$ cat src/rtl/pipeline_ctrl.sv
// Hazard and sequencing controller for the 5-stage pipeline: per-register stall/flush,
// PC hold, RUN/DRAIN sequencing for serialising instructions, and a stall cycle counter.
module pipeline_ctrl #(
    parameter int XLEN_CNT   = 32,
    parameter int REG_ADDR_W = 5
) (
    input  logic                  clk,
    input  logic                  reset,
    input  logic                  id_valid,
    input  logic [REG_ADDR_W-1:0] id_rs1,
    input  logic [REG_ADDR_W-1:0] id_rs2,
    input  logic                  id_uses_rs1,
    input  logic                  id_uses_rs2,
    input  logic                  id_serialize,
    input  logic                  ex_valid,
    input  logic                  ex_is_load,
    input  logic [REG_ADDR_W-1:0] ex_rd,
    input  logic                  ex_redirect,
    input  logic                  ex_busy,
    input  logic                  mem_wait,
    input  logic                  imem_ready,
    output logic                  pc_stall,
    output logic [3:0]            stall,
    output logic [3:0]            flush,
    output logic                  draining,
    output logic [XLEN_CNT-1:0]   stall_count
);

    typedef enum logic {RUN, DRAIN} state_t;

    state_t      state, state_next;
    logic [3:1]  occ, occ_next;
    logic        load_use;
    logic        occ_empty;

    assign occ_empty = (occ == 3'b000);

    // x0 is hardwired to zero, so a load targeting it can never create a hazard.
    assign load_use = ex_valid && ex_is_load && (ex_rd != '0) &&
                      ((id_uses_rs1 && (id_rs1 == ex_rd)) ||
                       (id_uses_rs2 && (id_rs2 == ex_rd)));

    // NOTE: every output of this block gets a default first; a path that skips one would infer a latch.
    always_comb begin
        stall      = 4'b0000;
        flush      = 4'b0000;
        pc_stall   = 1'b0;
        state_next = state;
        if (reset) begin
            flush    = 4'b1111;
            pc_stall = 1'b1;
        end else if (mem_wait) begin
            stall    = 4'b1111;
            pc_stall = 1'b1;
        end else if (ex_busy) begin
            stall    = 4'b0011;
            flush    = 4'b0100;
            pc_stall = 1'b1;
        end else if (ex_redirect) begin
            flush      = 4'b0011;
            state_next = RUN;
        end else if (load_use) begin
            stall    = 4'b0001;
            flush    = 4'b0010;
            pc_stall = 1'b1;
        end else if (((state == RUN) && id_valid && id_serialize && !occ_empty) ||
                     ((state == DRAIN) && !occ_empty)) begin
            // Hold the serialising instruction in ID and inject bubbles until EX/MEM/WB empty.
            stall      = 4'b0001;
            flush      = 4'b0010;
            pc_stall   = 1'b1;
            state_next = DRAIN;
        end else begin
            state_next = RUN;
            if (!imem_ready) begin
                flush    = 4'b0001;
                pc_stall = 1'b1;
            end
        end
    end

    always_comb begin
        occ_next[1] = flush[1] ? 1'b0 : (stall[1] ? occ[1] : id_valid);
        occ_next[2] = flush[2] ? 1'b0 : (stall[2] ? occ[2] : occ[1]);
        occ_next[3] = flush[3] ? 1'b0 : (stall[3] ? occ[3] : occ[2]);
    end

    assign draining = (state == DRAIN) && !reset;

    // NOTE: sequential state uses non-blocking assignments so all registers sample pre-edge values.
    always_ff @(posedge clk or posedge reset) begin
        if (reset) begin
            state <= RUN;
            occ   <= 3'b000;
        end else begin
            state <= state_next;
            occ   <= occ_next;
        end
    end

    always_ff @(posedge clk or posedge reset) begin
        if (reset) begin
            stall_count <= '0;
        end else if (pc_stall) begin
            stall_count <= stall_count + XLEN_CNT'(1);
        end
    end

endmodule

$ cat config.mk
export PLATFORM = sky130hd
export DESIGN_NAME = pipeline_ctrl
export DESIGN_NICKNAME = d
export VERILOG_FILES = /design/src/rtl/pipeline_ctrl.sv
export SDC_FILE = /design/constraint.sdc
export NUM_CORES = 1
export LEC_CHECK = 0
export ABC_CLOCK_PERIOD_IN_PS = 3500
export BUFFER_PORTS_ARGS = -buffer_cell sky130_fd_sc_hd__buf_2
export CORE_MARGIN = 2
export CORE_UTILIZATION = 50
export DETAILED_ROUTE_END_ITERATION = 16
export PLACE_DENSITY = 0.8
export SETUP_SLACK_MARGIN = 0.1
export SLEW_MARGIN = 10
export SYNTH_ARGS = -nofsm -noshare
export SYNTH_HDL_FRONTEND = slang
export SYNTH_SLANG_ARGS = --single-unit
$ cat constraint.sdc
create_clock -name clk -period 3.5 [get_ports clk]
set_input_delay 0.875 -clock clk [delete_from_list [all_inputs] [get_ports clk]]
set_output_delay 0.875 -clock clk [all_outputs]
set_load 0.05 [all_outputs]
Word level (Yosys, flattened, before mapping) --
Cells that the tools add are included.
Operators by class: add/sub/neg operators 1, mux-type cells 29, equal/unequal tests 6, bitwise gates (word level) 4, reduce and logical (&&, ||, !) cells 17
Operators with widths (number):
- $add 32x1->32 const B | 1
- $mux 1 | 20
- $mux 4 | 3
- $eq 5x5->1 | 2
- $logic_and 1x1->1 | 10
- $mux 2 | 4
- $mux 3 | 2
- $ne 2x1->1 const B | 3
- $reduce_bool 5->1 | 1
- $not 1->1 | 4
- $reduce_and 4->1 | 1
- $logic_not 3->1 | 1
- $logic_not 1->1 | 2
- $logic_or 1x1->1 | 2
- $ne 2x2->1 const B | 1
Storage, ports and cells: output and inout bits 42, word-level logic and storage cells 62, flip-flop bits (word level) 36, input bits 27

Longest topological paths before layout --
Gate-level depths: netlist of the first run.
word-level depth 13, mapped depth 8, depth with buffers taken out 6

Worst setup path after synthesis of the first run --
Ideal clock, no wire load.
kind input to output, start input port reset, end output port flush[2], buffers on the path 1, slack -0.044 ns, stages on the path 3, arrival 2.669 ns, cells stage by stage clkbuf_2 -> inv_1 -> o21ai_0
On the way: word-level cells in the longest chain between the ends 1
RTL lines:
- start, declared | RTL line 8 | input logic reset,
- $mux 4 | RTL line 49 | if (reset) begin
- end, declared | RTL line 24 | output logic [3:0] flush,
Every way passes these cells.

Final worst setup path of the first run --
start input port ex_rd[0], end output port stall[0]
On the way: word-level cells in the longest chain between the ends 9
RTL lines:
- start, declared | RTL line 17 | input logic [REG_ADDR_W-1:0] ex_rd,
- $eq 5x5->1, on equally long branches | RTL line 40, 41
- $logic_and 1x1->1, on equally long branches | RTL line 40, 41
- $logic_or 1x1->1 | RTL line 40 | ((id_uses_rs1 && (id_rs1 == ex_rd)) ||
- $logic_and 1x1->1 (*) | RTL line 39 | assign load_use = ex_valid && ex_is_load && (ex_rd != '0) &&
- $mux 1 (*) | RTL line 62 | end else if (load_use) begin
- $mux 1 (*) | RTL line 59 | end else if (ex_redirect) begin
- $mux 2 (*) | RTL line 55 | end else if (ex_busy) begin
- $mux 4 (*) | RTL line 52 | end else if (mem_wait) begin
- $mux 4 (*) | RTL line 49
- end, declared | RTL line 23 | output logic [3:0] stall,
Every way passes the cells marked *; elsewhere a longest branch is shown, timed or not.

==> results of run 1 <==
==> stage by stage <==
| step | hold WS (ns) | setup slack (ns) | power, W |
|---|---|---|---|
| floorplan | 0.473 | 0.190 | 0.00121 |
| global placement | 0.450 | 0.111 | 0.00138 |
| detailed placement | 0.458 | 0.0956 | 0.00140 |
| CTS | 0.467 | 0.162 | 0.00171 |
| global route | 0.489 | 0.0713 | 0.00179 |
| finish | 0.469 | 0.153 | 0.00170 |
==> power by group through the flow <==
| stage | registers, W | clock network, W | logic, W |
|---|---|---|---|
| finish | 0.000617 | 0.000307 | 0.000776 |
| global placement | 0.000618 | 0 | 0.000759 |
| CTS | 0.000618 | 0.000315 | 0.000777 |
| floorplan | 0.000939 | 0 | 0.000276 |
| global route | 0.000631 | 0.000331 | 0.000825 |
| detailed placement | 0.000624 | 0 | 0.000773 |
==> per-layer routing <==
layer	wire length, um	part of all wire, %	GRT usage (%)
met1	1980	46	26.5
met2	2050	48	33.1
met3	170	4.0	5.57
met4	89	2.1	6.89
met5	0	0	0
==> worst max-delay path, cell delays in order <==
cell	delay, ns
buf_2	0.12
or3_1	0.40
o311a_4	0.36
a21oi_4	0.19
nor3_1	0.05
or2_2	0.27
clkbuf_4	0.21
==> registers in the layout, indices dropped and copies added, names as in the netlist <==
signal and flops:
stall_count 32, occ 3, state 1
==> final cells by class <==
| class | count | area, um2 | area share [%] |
|---|---|---|---|
| clock buffers | 7 | 86.3 | 3.50 |
| clock inverters | 1 | 7.51 | 0.304 |
| inverters | 15 | 56.3 | 2.28 |
| multi-input cells | 143 | 990 | 40.1 |
| flip-flops and latches | 36 | 901 | 36.5 |
| well taps | 48 | 60.1 | 2.44 |
| repair buffers | 71 | 365 | 14.8 |
==> logic make-up after synthesis <==
kind of cell	Yosys count	share of synthesized area (%)
adders and majority gates	1	0.636
buffers and inverters	23	5.28
AOI/OAI and AO/OA	14	4.83
muxes	2	1.08
and+or+nand+nor	85	24.2
DFF	36	45.8
xor gates and xnor gates	41	18.2
==> how the worst max path moves through the flow <==
stage	startpoint	end	slack, ns	cells after the start
CTS	ex_rd[0]	stall[0]	0.16	7
global placement	ex_rd[0]	stall[0]	0.11	7
floorplan	reset	flush[2]	0.19	3
finish	ex_rd[0]	stall[0]	0.15	7
detailed placement	ex_rd[0]	stall[0]	0.1	7
global route	ex_rd[3]	stall[0]	0.07	8
==> synth_stat cells (4+ instances only) <==
cell	number	share of area, %
nor3_1	19	4.8
xnor2_1	19	8.5
buf_4	4	1.5
nor4_1	8	2.5
inv_1	15	2.9
dfrtp_1	36	46
xor2_1	22	9.8
nand3_1	12	3.1
nand2_1	15	2.9
a21oi_1	5	1.3
nor2_1	12	2.3
==> timing repair <==
item                       in CTS  in global routing
pin swaps                       0                  1
gates resized for setup         1                  3
hold buffers                    0                  0
hold endpoints to repair        0                  0
setup endpoints to repair       1                  1
==> flow_metrics.tcl, run 1 <==
set metrics [dict create \
    netlist_area_um2 1970 \
    p_per_area_nw_per_um2 689 \
    die_h_um 66.7 \
    dr.pass1.iters 4 \
    dp_hpwl_mm 3.01 \
    wl_mm 4.29 \
    layout-drive-gt1-share_pct 33.3 \
    io-pin-count 69 \
    slew_violations 0 \
    rows 22 \
    gp_congestion 0.774 \
    synth_nets 230 \
    grt_pass1_vias 1496 \
    antenna_found_initial 0 \
    status "complete, no violations" \
    antennaDiodeCount 0 \
    clk_pin_slew_ns 0.07 \
    hold_end "stall_count[31]$_DFFE_PP0P_" \
    setup_viol 0 \
    p_leak_nw 1.05 \
    cts_setup_buffers 0 \
    r2r_start "stall_count[2]$_DFFE_PP0P_" \
    start_util_pct 53.0 \
    ctsLongestPathBuffers 2 \
    p_int_w 0.000884 \
    p_seq_share_pct 36.3 \
    clockRootBuffer "clkbuf_8" \
    final_nets 300 \
    synth_area_per_cell_um2 9.74 \
    worstHoldPathCells 1 \
    hold_viol_final 0 \
    dieArea_um2 4450 \
    ir_worst_vdd_v 0.000368 \
    num_vias 1663 \
    synth_seq_cells 36 \
    placedInstanceArea_um2 2350 \
    grt_start_max_net_pins 37 \
    wl_per_cell_um 13.4 \
    path_class "in -> out" \
    r2r_slack_ns 1.23 \
    core-area_um2 3720 \
    fin_cells 321 \
    grt_pass1_wl_mm 6.82 \
    drt_iter0_drc 116 \
    htreeDepth 2 \
    crit_path_end_kind "output pin" \
    slew_headroom_pct 56.7 \
    clock_latency_ns 0.29 \
    cts_sinks 36 \
    final_common_cell "buf_2" \
    worstHoldPathType "reg -> reg" \
    syn_to_final_growth_pct 25.3 \
    num-fill-cells 311 \
    final_cell_area_um2 2470 \
    clock_power_share_pct 18.1 \
    die_w_um 66.7 \
    fin_crit_ns 3.35 \
    grt-ovfl-total 0 \
    r2r_end "stall_count[23]$_DFFE_PP0P_" \
    yosysWarnings 0 \
    rsz0062_at_grt "no" \
    fmax_mhz 299 \
    drc 0 \
    crit_required_ns 2.62 \
    ff2ff_path_depth 5 \
    ys_seq_area_share_pct 45.8 \
    final.setup.tns_ns 0 \
    synth_edf_count 0 \
    ant_nets 0 \
    avgViaCountPerCell 5.18 \
    netlist_instances 202 \
    worstPathArrival_ns 2.47 \
    hold_path_startpoint "stall_count[31]$_DFFE_PP0P_" \
    cp_max_fo 4 \
    place_inst 313 \
    grt_usage_pct 20.5 \
    fin_util_pct 66.4 \
    synth_ff_type "dfrtp_1" \
    cts_made_buffers 5 \
    switching_share_pct 48.0 \
    fin_skew_ns 0.00653 \
    layout_common_cells "67 x buf_2, 36 x dfrtp_1, 22 x xor2_1" \
    min_period_over_period_pct 95.6 \
    maxCapViolations 0 \
    p_comb_share_pct 45.6 \
    cts_tree "built" \
    portBuffers 68 \
    synth_cell_types 37 \
    power.switching_w 0.000816 \
    critical_path.startpoint_type "primary input" \
    synthArstFlopShare_pct 100 \
    worst_pin_slew_ns 0.647 \
]
Note: power is estimated with default switching activity, not from simulation.
==> inputs of run 2 (changes only) <==
- ABC_AREA: unset -> 1
- BUFFER_PORTS_ARGS: -buffer_cell sky130_fd_sc_hd__buf_2 -> -buffer_cell sky130_fd_sc_hd__clkbuf_2
- CORE_UTILIZATION: 50 -> 53
==> run 2 against run 1 <==
Synthesized cell count is 91% higher. Register-to-register slack better by 0.40 ns. Count of clock-buffer cells in the layout is 2 lower. Wire length is 56% higher. Worst setup slack better by 0.42 ns. Clock skew is 0.0053 ns higher. Sequential power is 17% lower. Critical endpoint is now flush[0]. Largest power group is now registers. Highest routed layer unchanged. First-iteration DRC count is 61% higher. Hold slack better by 0.013 ns. Final cell count is 62% higher. Sequential share of layout area is 7.3 points lower.
==> flow_metrics.tcl, run 2 <==
set metrics [dict create \
    hold_viol_final 0 \
    antennaDiodeCount 0 \
    worstPathArrival_ns 2.06 \
    synth_edf_count 0 \
    cts_setup_buffers 0 \
    final_common_cell "nand2_1" \
    fin_util_pct 65.2 \
    cts_sinks 36 \
    io-pin-count 69 \
    portBuffers 68 \
    p_per_area_nw_per_um2 434 \
    worstHoldPathType "reg -> reg" \
    cts.repair.resized 0 \
    syn_to_final_growth_pct 19.1 \
    synth_cell_types 27 \
    avgViaCountPerCell 5.14 \
    cp.depth 13 \
    clk_pin_slew_ns 0.06 \
    grt-ovfl-total 0 \
    final_nets 480 \
    ant_nets 0 \
    core-area_um2 4720 \
    netlist_instances 386 \
    synth_ff_type "dfrtp_1" \
    synth_most_common_cell "nand2_1" \
    slew_violations 0 \
    htreeDepth 2 \
    grt_start_max_net_pins 36 \
    placedInstanceArea_um2 2970 \
    num_vias 2675 \
    dieArea_um2 5450 \
    setup_viol 0 \
    worstHoldPathCells 2 \
    min_period_over_period_pct 83.7 \
    rsz0062_at_grt "no" \
    ir_worst_vdd_v 0.000497 \
    p_leak_nw 1.71 \
    die_w_um 73.8 \
    yosys.area.top_type "dfrtp_1" \
    grt_usage_pct 25.6 \
    critical_path.startpoint_type "primary input" \
    synth_seq_cells 36 \
    drt_iter0_drc 187 \
    drc 0 \
    critical_path_buf_inv_count 3 \
    layout-drive-gt1-share_pct 20.8 \
    final_cell_area_um2 3080 \
    cp_max_fo 3 \
    fin_crit_ns 2.93 \
    clockRootBuffer "clkbuf_8" \
    maxCapViolations 0 \
    cts_tree "built" \
    ys_seq_area_share_pct 34.8 \
    critPathMostFrequentCell "nand2_1" \
    regMostFlops "stall_count" \
    synth.area.top_cells "dfrtp_1 35%, nand2_1 23%, nand4_1 8.5%" \
    start_util_pct 54.7 \
    fmax_mhz 341 \
    synth_top_area_share_pct 34.8 \
    reg.largest.list "stall_count (32), occ (3), state (1)" \
    rows 25 \
    gp_congestion 0.913 \
    ff2ff_path_depth 8 \
    synthArstFlopShare_pct 100 \
    cp_cell_sequence "clkbuf_2 -> inv_1 -> nand2_1 -> nand2_1 -> nor2_1 -> nand3_1 -> nand2_1 -> nand2_1 -> nand2_2 -> nand2_1 -> nand2_1 -> a21oi_2 -> clkbuf_2" \
    netlist_top_cells_count "158 x nand2_1, 43 x nor2_1, 36 x dfrtp_1" \
    ctsLongestPathBuffers 2 \
    critPathTopFamily "simple AND/OR/NAND/NOR gates" \
    grt_pass1_wl_mm 10.7 \
    clock_latency_ns 0.29 \
    slew_headroom_pct 65.8 \
    dr.pass1.iters 4 \
    antenna_found_initial 0 \
    crit_path_end_kind "output pin" \
    worst_pin_slew_ns 0.509 \
    crit_required_ns 2.62 \
    wl_mm 6.67 \
    holdBufCountCts 0 \
    fin_skew_ns 0.0119 \
    synth_nets 414 \
    path_class "in -> out" \
    dp_hpwl_mm 5.09 \
    wl_per_cell_um 12.8 \
    grt_pass1_vias 2286 \
    netlist_area_um2 2580 \
    cts_made_buffers 5 \
    yosysWarnings 0 \
    largest_register_ffs 32 \
    layout_common_cells "158 x nand2_1, 68 x clkbuf_2, 43 x nor2_1" \
    status "complete, no violations" \
    synth_area_per_cell_um2 6.70 \
    final.setup.tns_ns 0 \
    crit_path_top_delay_cell "clkbuf_2" \
    max_stage_delay_ns 0.28 \
    die_h_um 73.8 \
    num-fill-cells 430 \
]
[run 2: cell families after synthesis]
group	after synthesis	share of synthesized area (%)
AO/OA/AOI/OAI	5	1.21
AND/OR/NAND/NOR	266	45.0
buffers and inverters	48	8.28
adder cells (fa/ha/maj)	1	0.484
XOR/XNOR	30	10.2
flip-flops	36	34.8
[run 2: layer usage]
| metal | track usage (%) | routed length, um |
|---|---|---|
| met5 | 0 | 0 |
| met1 | 36.3 | 3050 |
| met4 | 5.05 | 56 |
| met3 | 5.62 | 377 |
| met2 | 40.3 | 3190 |
[run 2: final cells by class]
cell class	instances	area, um2	share of cell area [%]
Timing Repair Buffer	74	385	12.5
Multi-Input combinational cell	302	1470	47.9
Inverter	33	124	4.02
Clock buffer	5	68.8	2.23
Clock inverter	3	42.5	1.38
Sequential cell	36	901	29.3
Tap cell	67	83.8	2.72
[run 2: through the flow]
step / setup slack [ns] / power [W] / hold WS [ns] / cells
finish: 0.569 / 0.00134 / 0.482 / 520
global route: 0.445 / 0.00141 / 0.514 / 520
CTS: 0.555 / 0.00134 / 0.484 / 520
detailed placement: 0.561 / 0.000978 / 0.468 / 512
global placement: 0.606 / 0.000968 / 0.457 / 512
floorplan: 0.186 / 0.000865 / 0.442 / 386
[run 2: report_power, final]
part	total, W	switching, W	internal (W)
logic	0.000458	0.000345	0.000113
registers	0.000512	0.0000540	0.000458
clock network	0.000365	0.000154	0.000211
total	0.00134	0.000553	0.000782
[run 2: final timing paths]
path	to	slack, ns	from
min	occ[3]$_DFFE_PP0P_	0.48	occ[3]$_DFFE_PP0P_
max in group asynchronous	stall_count[23]$_DFFE_PP0P_	2.58	reset
max	flush[0]	0.57	ex_rd[2]
min in group asynchronous	stall_count[1]$_DFFE_PP0P_	0.69	reset
max reg2reg	stall_count[24]$_DFFE_PP0P_	1.63	stall_count[0]$_DFFE_PP0P_
min reg2reg	occ[3]$_DFFE_PP0P_	0.48	occ[3]$_DFFE_PP0P_
[run 2: tightest hold or removal path: stages, from the launching register on]
cell,delay (ns)
dfrtp_1,0.34
nand2_1,0.06
nand2_1,0.05
==> inputs of run 3 (changes only) <==
- ABC_CLOCK_PERIOD_IN_PS: 3500 -> 2450
- CORE_UTILIZATION: 53 -> 48
- PLACE_DENSITY: 0.8 -> 0.77
- clock period: 3.5 -> 2.45 ns (I/O delays scaled with it)
==> run 3 against run 2 <==
Clock skew fell by 0.0058 ns. Sequential power grew 43%. Flip-flop and latch count stayed put. Via count increased by 1.1%. First-iteration DRC count fell by 20%. Clock power up 20%. Total power grew 38%. Critical endpoint unchanged. Largest power group unchanged.
==> flow_metrics.tcl, run 3 (synthesis gave the netlist of run 2 again) <==
set metrics [dict create \
    status "complete, no violations" \
    drc 0 \
    syn_to_final_growth_pct 21.5 \
    cts_setup_buffers 0 \
    layout_common_cells "154 x nand2_1, 61 x clkbuf_2, 42 x nor2_1" \
    fin_skew_ns 0.00606 \
    dieArea_um2 5990 \
    crit_required_ns 1.84 \
    fmax_mhz 441 \
    wl_per_cell_um 13.2 \
    holdBufCountCts 0 \
    fin_util_pct 61.1 \
    setup_viol 0 \
    max_stage_delay_ns 0.40 \
    path_class "reg -> out" \
    slew_headroom_pct 68.0 \
    grt_usage_pct 24.1 \
    antennaDiodeCount 0 \
    rsz0062_at_grt "yes" \
    cts_sinks 36 \
    ctsLongestPathBuffers 2 \
    hold_viol_final 0 \
    portBuffers 68 \
    fin_cells 525 \
    layout-drive-gt1-share_pct 22.9 \
    crit_path_end_kind "output pin" \
    critPathTopFamily "compound AO/OA/AOI/OAI gates" \
    wl_mm 6.94 \
    regArea_um2 901 \
    critPathMostFrequentCell "nand2_2" \
    critical_path_buf_inv_count 1 \
    start_util_pct 50.3 \
    antenna_found_initial 0 \
    core-area_um2 5140 \
    p_seq_share_pct 39.9 \
    p_comb_share_pct 36.3 \
    maxCapViolations 0 \
    io-pin-count 69 \
    power.switching_w 0.000782 \
    crit_path_top_delay_cell "o31ai_1" \
    p_int_w 0.00106 \
    grt_pass1_vias 2462 \
    num-fill-cells 526 \
    grt_pass1_wl_mm 11.7 \
    htreeDepth 2 \
    grt_start_max_net_pins 36 \
    fin_crit_ns 2.27 \
    ant_nets 0 \
    grt-ovfl-total 0 \
    worstPathArrival_ns 1.65 \
    p_leak_nw 1.72 \
    slew_violations 0 \
    ir_worst_vdd_v 0.000404 \
    critical_path.startpoint_type "flop" \
    place_inst 517 \
    rows 26 \
    worst_pin_slew_ns 0.476 \
    die_h_um 77.4 \
    multi_input_area_um2 1500 \
    final_nets 482 \
    num_vias 2704 \
    clk_pin_slew_ns 0.07 \
    cts_made_buffers 5 \
    final_common_cell "nand2_1" \
    regMostFlops "stall_count" \
    dp_hpwl_mm 5.31 \
    switching_share_pct 42.5 \
    cts_tree "built" \
    p_per_area_nw_per_um2 586 \
    cp_cell_sequence "o31ai_1 -> nand2_2 -> nand2_2 -> nand2_4 -> a21oi_4 -> buf_8" \
    avgViaCountPerCell 5.15 \
    largest_register_ffs 32 \
    final.setup.tns_ns 0 \
    gp_congestion 0.899 \
    clock_power_share_pct 23.8 \
    drt_iter0_drc 149 \
    reg.largest.list "stall_count (32), occ (3), state (1)" \
    clock_latency_ns 0.29 \
    die_w_um 77.4 \
    dr.pass1.iters 4 \
    min_period_over_period_pct 92.5 \
    p_total_w 0.00184 \
    worstHoldPathType "in -> async" \
    cp_max_fo 2 \
    clockRootBuffer "clkbuf_8" \
]
run 3: cell types whose count changed in the layout (fill, tap and decap cells not counted), sizes merged:
| cell | before | now |
|---|---|---|
| clkbuf | 73 | 69 |
| buf | 6 | 15 |
| clkinv | 2 | 1 |
| bufinv | 1 | 0 |
| inv | 32 | 31 |
run 3: per-layer routing:
| layer | track usage, % | routed length [um] |
|---|---|---|
| met5 | 0 | 0 |
| met4 | 8.04 | 119 |
| met3 | 3.72 | 281 |
| met2 | 39.5 | 3320 |
| met1 | 32.8 | 3220 |
run 3: through the flow:
step | instance area (um2) | hold WS, ns | worst slack (ns)
6_report | 3140 | 0.474 | 0.183
5_1_grt | 3140 | 0.504 | 0.0781
4_1_cts | 3130 | 0.473 | 0.0776
3_5_place_dp | 3020 | 0.477 | 0.000464
3_3_place_gp | 3020 | 0.461 | 0.0556
2_1_floorplan | 2630 | 0.442 | 0.0783
run 3: layout make-up:
type                            count  area share (%)
Sequential cell                    36            28.7
Inverter                           33            4.22
Multi-Input combinational cell    302            47.7
Tap cell                           70            2.79
Timing Repair Buffer               76            13.7
Clock buffer                        8            2.87
run 3: tightest hold or removal path, cell delays in order:
cell and delay (ns):
clkbuf_2 0.15, clkinvlp_4 0.13, buf_4 0.24
run 3: repair_timing:
| item | CTS | global route |
|---|---|---|
| pin swaps | 0 | 6 |
| hold endpoints to repair | 0 | 0 |
| gates resized for setup | 6 | 14 |
| endpoints found under the setup margin | 4 | 4 |
run 3: power groups by stage:
stage | registers (W) | logic, W | clock network [W]
6_report | 0.000734 | 0.000669 | 0.000438
5_1_grt | 0.000749 | 0.000733 | 0.000478
4_1_cts | 0.000734 | 0.000666 | 0.000448
3_5_place_dp | 0.000746 | 0.000657 | 0
3_3_place_gp | 0.000743 | 0.000647 | 0
2_1_floorplan | 0.000918 | 0.000323 | 0
run 3: path summary, 6_finish.rpt:
kind	slack [ns]	endpoint	depth (start not counted)	from
max	0.18	flush[0]	6	occ[3]$_DFFE_PP0P_
min reg2reg	0.49	occ[3]$_DFFE_PP0P_	2	occ[3]$_DFFE_PP0P_
max in group asynchronous	1.73	stall_count[18]$_DFFE_PP0P_	3	reset
max reg2reg	0.64	stall_count[24]$_DFFE_PP0P_	8	stall_count[0]$_DFFE_PP0P_
min in group clk	0.49	occ[3]$_DFFE_PP0P_	2	occ[3]$_DFFE_PP0P_
min	0.47	stall_count[23]$_DFFE_PP0P_	3	reset
